File: src/rtl/jtbubl_sndcomm.sv
// Main/sound CPU mailbox: command and reply latches, status flags,
// sound NMI and stretched sound reset. Option: JTBUBL_SNDCOMM_FIFO_EN.
module jtbubl_sndcomm #(
  parameter int          RST_MIN = 16,
  parameter logic [7:0]  CMD_RST = 8'h00
) (
  input  logic       clk24,
  input  logic       rst,
  input  logic       cen,
  input  logic       main_cs,
  input  logic       main_wrn,
  input  logic [1:0] main_addr,
  input  logic [7:0] main_dout,
  output logic [7:0] main_din,
  input  logic       snd_cs,
  input  logic       snd_wrn,
  input  logic [1:0] snd_addr,
  input  logic [7:0] snd_dout,
  output logic [7:0] snd_din,
  output logic       snd_nmi_n,
  output logic       snd_rst,
  output logic       cmd_pend
);

  localparam int CW = $clog2(RST_MIN + 1);

  logic          main_last;
  logic          snd_last;
  logic          main_ev;
  logic          snd_ev;
  logic          m_wr;
  logic          m_rd;
  logic          s_wr;
  logic          s_rd;
  logic          m_cmd_wr;
  logic          m_rst_wr;
  logic          m_reply_rd;
  logic          m_stat_rd;
  logic          s_reply_wr;
  logic          s_nmi_on;
  logic          s_nmi_off;
  logic          s_cmd_rd;
  logic          push_ovf;
  logic [7:0]    cmd_q;
  logic [7:0]    reply;
  logic          reply_pend;
  logic          cmd_ovf;
  logic          nmi_en;
  logic          rst_req;
  logic [CW-1:0] cnt;

  // One event per rising edge of a select; sound side is deaf in reset
  assign main_ev    = main_cs & ~main_last;
  assign snd_ev     = snd_cs & ~snd_last & ~snd_rst;
  assign m_wr       = main_ev & ~main_wrn;
  assign m_rd       = main_ev & main_wrn;
  assign s_wr       = snd_ev & ~snd_wrn;
  assign s_rd       = snd_ev & snd_wrn;
  assign m_cmd_wr   = m_wr & (main_addr == 2'd0);
  assign m_rst_wr   = m_wr & (main_addr == 2'd3);
  assign m_reply_rd = m_rd & (main_addr == 2'd0);
  assign m_stat_rd  = m_rd & (main_addr == 2'd1);
  assign s_reply_wr = s_wr & (snd_addr == 2'd0);
  assign s_nmi_on   = s_wr & (snd_addr == 2'd1);
  assign s_nmi_off  = s_wr & (snd_addr == 2'd2);
  assign s_cmd_rd   = s_rd & (snd_addr == 2'd0);

  // Select edge detectors
  always_ff @(posedge clk24 or posedge rst) begin
    if (rst) begin
      main_last <= 1'b0;
      snd_last  <= 1'b0;
    end else begin
      main_last <= main_cs;
      snd_last  <= snd_cs;
    end
  end

`ifdef JTBUBL_SNDCOMM_FIFO_EN
  logic [7:0] mem [4];
  logic [1:0] wp;
  logic [1:0] rp;
  logic [2:0] used;
  logic [7:0] last;
  logic       full;
  logic       empty;
  logic       push;
  logic       pop;

  assign full     = (used == 3'd4);
  assign empty    = (used == 3'd0);
  assign push     = m_cmd_wr & ~full;
  assign pop      = s_cmd_rd & ~empty;
  assign push_ovf = m_cmd_wr & full;
  assign cmd_pend = ~empty;
  assign cmd_q    = empty ? last : mem[rp];

  // Command FIFO; an empty read repeats the last popped byte
  always_ff @(posedge clk24 or posedge rst) begin
    if (rst) begin
      for (int i = 0; i < 4; i++) mem[i] <= CMD_RST;
      wp   <= 2'd0;
      rp   <= 2'd0;
      used <= 3'd0;
      last <= CMD_RST;
    end else begin
      if (push) begin
        mem[wp] <= main_dout;
        wp      <= wp + 2'd1;
      end
      if (pop) begin
        last <= mem[rp];
        rp   <= rp + 2'd1;
      end
      used <= used + 3'(push) - 3'(pop);
    end
  end
`else
  logic [7:0] cmd;

  assign push_ovf = m_cmd_wr & cmd_pend;
  assign cmd_q    = cmd;

  // Single command latch; a new write beats a same-cycle read
  always_ff @(posedge clk24 or posedge rst) begin
    if (rst) begin
      cmd      <= CMD_RST;
      cmd_pend <= 1'b0;
    end else begin
      if (m_cmd_wr) cmd <= main_dout;
      if (m_cmd_wr)      cmd_pend <= 1'b1;
      else if (s_cmd_rd) cmd_pend <= 1'b0;
    end
  end
`endif

  // Reply latch, flags and NMI enable
  always_ff @(posedge clk24 or posedge rst) begin
    if (rst) begin
      reply      <= 8'h00;
      reply_pend <= 1'b0;
      cmd_ovf    <= 1'b0;
      nmi_en     <= 1'b0;
      rst_req    <= 1'b0;
    end else begin
      if (s_reply_wr) reply <= snd_dout;
      if (s_reply_wr)      reply_pend <= 1'b1;
      else if (m_reply_rd) reply_pend <= 1'b0;
      if (push_ovf)       cmd_ovf <= 1'b1;
      else if (m_stat_rd) cmd_ovf <= 1'b0;
      if (snd_rst)        nmi_en <= 1'b0;
      else if (s_nmi_on)  nmi_en <= 1'b1;
      else if (s_nmi_off) nmi_en <= 1'b0;
      if (m_rst_wr) rst_req <= main_dout[0];
    end
  end

  // Sound reset held while requested, then RST_MIN more cens
  always_ff @(posedge clk24 or posedge rst) begin
    if (rst) begin
      cnt     <= CW'(RST_MIN - 1);
      snd_rst <= 1'b1;
    end else if (rst_req) begin
      cnt     <= CW'(RST_MIN - 1);
      snd_rst <= 1'b1;
    end else if (snd_rst && cen) begin
      if (cnt == '0) snd_rst <= 1'b0;
      else           cnt     <= cnt - CW'(1);
    end
  end

  // Registered NMI request
  always_ff @(posedge clk24 or posedge rst) begin
    if (rst) snd_nmi_n <= 1'b1;
    else     snd_nmi_n <= ~(cmd_pend & nmi_en & ~snd_rst);
  end

  // Main read mux
  always_comb begin
    main_din = 8'hFF;
    case (main_addr)
      2'd0:    main_din = reply;
      2'd1:    main_din = {5'b0, cmd_ovf, reply_pend, cmd_pend};
      default: main_din = 8'hFF;
    endcase
  end

  // Sound read mux
  always_comb begin
    snd_din = 8'hFF;
    case (snd_addr)
      2'd0:    snd_din = cmd_q;
      2'd1:    snd_din = {6'b0, reply_pend, cmd_pend};
      default: snd_din = 8'hFF;
    endcase
  end

endmodule

File: config.mk
export PLATFORM = sky130hd
export DESIGN_NAME = jtbubl_sndcomm
export DESIGN_NICKNAME = d
export VERILOG_FILES = /design/src/rtl/jtbubl_sndcomm.sv
export SDC_FILE = /design/constraint.sdc
export NUM_CORES = 1
export LEC_CHECK = 0
export CAP_MARGIN = 20
export CORE_MARGIN = 4
export CORE_UTILIZATION = 45
export DETAILED_ROUTE_END_ITERATION = 8
export GPL_ROUTABILITY_DRIVEN = 1
export MAX_ROUTING_LAYER = met4
export PLACE_DENSITY = 0.86
export SETUP_SLACK_MARGIN = 0.02
export SLEW_MARGIN = 20
export SYNTH_ARGS = -nofsm -noshare
export SYNTH_HDL_FRONTEND = slang
export SYNTH_SLANG_ARGS = --single-unit
export TNS_END_PERCENT = 20
File: constraint.sdc
create_clock -name clk24 -period 1.85 [get_ports clk24]
set_input_delay 0.2775 -clock clk24 [delete_from_list [all_inputs] [get_ports clk24]]
set_output_delay 0.2775 -clock clk24 [all_outputs]
set_load 0.1 [all_outputs]
==> out/qor.csv <==
stage;metric;value;unit
outcome;outcome;finished clean;
floorplanning;die_w;64.4;um
logic_synthesis;postSynthAreaPerCell;12.0;sq um
global_routing;groute.usage.overall;18.7;%
setup_path;r2r-start;cnt[0]$_DFFE_PP1P_;
pwr;pwr_density_cell;958;nW/um^2
global_routing;grt_pass1_vias;1264;
timing;skew;0.00479;ns
worst_hold_path;hold_path_class;in -> async;
logic_synthesis;yosys.area_share.simple;15.2;%
pwr;p_sw;704;uW
timing;tns;0;ns
detailed_routing;drc;0;
global_routing;grt_max_degree;31;
setup_path;cp.required;1.57;ns
logic_synthesis;synth_top_family_by_area;simple AND/OR/NAND/NOR gates;
cts;clock_path_buffers;2;
pwr;ir_worst_vdd;0.822;mV
placed_design;io_buffers;45;
cts;htree_num_levels;2;
setup_path;cp_cell_sequence;clkdlybuf4s50_1 > buf_4 > and2_2 > a211o_2 > buf_12;
setup_path;arrival;1.53;ns
logic_synthesis;synth_mux_area_share;13.4;%
timing;finalCritPeriodShare;97.9;%
cells_and_area;area_growth;61.6;%
logic_synthesis;ys_ff_latch;30;
global_routing;grt_first_pass_wirelength;5.89;mm
timing;maxSlewViolCount;0;
logic_synthesis;async_flop_share;100;%
pwr;power_frac_seq;37.4;%
cts;cts_tree;built;
global_routing;antenna_found_initial;0;
logic_synthesis;synthTopCellsByArea;dfrtp_1, mux2_2, dfstp_2;
logic_synthesis;synth_edf_count;0;
detailed_routing;route.vias.total;1165;
detailed_routing;drt_iter0_markers;27;
detailed_routing;via_per_inst;5.30;
timing;slew_headroom;66.4;%
detailed_routing;firstDrtPassIters;4;
floorplanning;row_count;20;
floorplanning;core_area;3050;sq um
logic_synthesis;synth_common_cells;dfrtp_1, mux2_2, a21o_1, inv_1;
logic_synthesis;seq_area_frac_synth;53.0;%
pwr;p_comb_share;31.4;%
logic_synthesis;yosysTopAreaCellShare;42.0;%
floorplanning;initial_utilization;46.8;%
floorplanning;dieArea;4140;sq um
logic_synthesis;netlist_area;1430;sq um
placed_design;place_congestion;0.817;
logic_synthesis;synth-warning-count;0;
cells_and_area;seq_area;759;sq um
global_routing;grt.overflow.total;0;
pwr;total_leakage_power;0.00107;uW
setup_path;cp_slowest_stage_delay;0.43;ns
timing;hold_ws;0.303;ns
cts;path_clk_slew;0.10;ns
logic_synthesis;synth-adder-area-share;0.875;%
timing;fmax;0.552;GHz
cells_and_area;stdcell_count;220;
timing;period_minus_slack;1.81;ns
logic_synthesis;syn-instance-count;119;
floorplanning;pin_count;46;
placed_design;place_inst;212;
logic_synthesis;ys.flop_type;dfrtp_1;
detailed_routing;wire_per_inst;15.7;um
setup_path;worstSetupPathType;in -> out;
timing;finalSetupViolCount;0;
pwr;internal_power;1510;uW
timing;hold_viol_final;0;
logic_synthesis;synth-xor-area-share;0;%
detailed_routing;finalWirelength;3.46;mm
timing;tightestPinTransition;0.502;ns
cells_and_area;n_fill_cell;197;
setup_path;endpoint_kind;output pin;
cells_and_area;fin_nets;203;
logic_synthesis;synth_compound_area_share;14.5;%
placed_design;hpwl;2.59;mm
setup_path;r2r.worst_path.cells;5;
timing;rsz0062_at_grt;yes;
cts;clkLatencyLatePin;0.33;ns
cts;numClockSinks;30;
setup_path;cp-start-kind;input pin;
pwr;switching_share;31.8;%
logic_synthesis;synth_cell_types;35;
cts;numCtsBuffers;5;
setup_path;r2r_setup_slack;0.18;ns
logic_synthesis;synth.most_common_cell;dfrtp_1;
setup_path;crit_slowest_cell;clkdlybuf4s50_1;
setup_path;worst-path-max-fanout;4;
cells_and_area;multiInputGateArea;637;sq um
job;maxCapViolCount;0;
cells_and_area;drive_above_1_share;38.1;%
floorplanning;die_y;64.4;um
cts;clock-root-buffer;clkbuf_4;
logic_synthesis;synth_fp_nets;147;
pwr;p_clk_share;31.2;%
pwr;power;2210;uW
detailed_routing;detail-route-antenna-nets;0;
cells_and_area;antennaDiodeCount;0;
cts;postCtsHoldBufs;0;
setup_path;reg2reg_to;cnt[3]$_DFFE_PP1P_;
logic_synthesis;synth_largest_area_cell;dfrtp_1;
cell usage in the layout, fill, tap and decap left out, drive strengths merged:
cell type,synthesis,routed
nand2b,1,1
nand2,6,6
nor3b,1,1
o22ai,1,1
o31ai,2,2
inv,8,8
a21oi,1,1
mux2,17,17
or4,2,2
bufinv,0,2
nor4bb,1,1
o311ai,1,1
clkdlybuf4s50,0,26
or2,1,1
nor3,2,2
or3b,2,2
nor2,2,2
nand3b,1,1
a21o,12,12
o21ai,4,4
o41ai,1,1
nor4b,1,1
dfstp,6,6
buf,1,26
ha,1,1
nand4,1,1
nand3,3,3
and3,1,1
nor2b,3,3
dfrtp,24,24
clkbuf,2,6
and2,2,2
or3,2,2
a22o,1,1
a211o,5,5
critical path: cells and delay by family:
family / cells / cell delay (ns)
AND/OR/NAND/NOR: 1 / 0.16
AO/OA/AOI/OAI: 1 / 0.33
buffers and inverters: 3 / 0.76
stage by stage:
stage | worst slack [ns] | area [sq um] | utilization [%]
finish | 0.0390 | 2310 | 75.7
global route | 0.00188 | 2310 | 75.7
CTS | 0.0369 | 2300 | 75.5
detailed placement | -0.144 | 2190 | 71.8
global placement | -0.131 | 2190 | 71.8
floorplan | 0.0801 | 1430 | -
layout make-up:
class                           instances  area share (%)
Sequential cell                        30            32.9
Timing Repair Buffer                   52            31.1
Multi-Input combinational cell         78            27.6
Clock inverter                          2            2.60
Tap cell                               44            2.38
Clock buffer                            6            2.22
Inverter                                8            1.30
per-layer routing:
metal	wire (um)	vias up	track usage (%)	part of all wire, %
li1	-	548	-	-
met1	1440	571	21.4	42
met2	1780	41	32.1	51
met3	188	5	4.39	5.4
met4	51	0	6.60	1.5
met5	0	-	-	0
registers in the layout, indices dropped and copies added, names as in the netlist:
register,count
nmi_en,1
main_last,1
cnt,5
snd_rst,1
cmd,8
cmd_ovf,1
snd_nmi_n,1
snd_last,1
reply,8
cmd_pend,1
rst_req,1
reply_pend,1
cell families after synthesis:
kind of cell / after synthesis
AO/OA/AOI/OAI: 28
buffers and inverters: 11
AND/OR/NAND/NOR: 32
multiplexers: 17
flip-flops: 30
adder cells (fa/ha/maj): 1
power by group through the flow:
stage	clock network (uW)	registers, uW	logic, uW
global route	727	841	735
CTS	702	827	700
finish	691	827	695
detailed placement	0	840	697
global placement	0	826	679
floorplan	0	842	423
worst max-delay path by stage:
stage	startpoint	to	slack (ns)
6_report	snd_addr[0]	snd_din[0]	0.04
4_1_cts	snd_addr[0]	snd_din[0]	0.04
3_5_place_dp	snd_cs	reply[7]$_DFFE_PP0P_	-0.14
2_1_floorplan	snd_rst$_DFFE_PP1P_	cnt[3]$_DFFE_PP1P_	0.08
5_1_grt	main_addr[1]	main_din[3]	0.002
3_3_place_gp	snd_cs	reply[6]$_DFFE_PP0P_	-0.13
timing repair:
| action | 4_1_cts | 5_1_grt |
|---|---|---|
| endpoints found under the hold margin | 0 | 0 |
| resized for setup | 0 | 1 |
| setup endpoints to repair | 0 | 8 |
| buffers inserted | 0 | 0 |
Power figures use the tool's default switching activity.
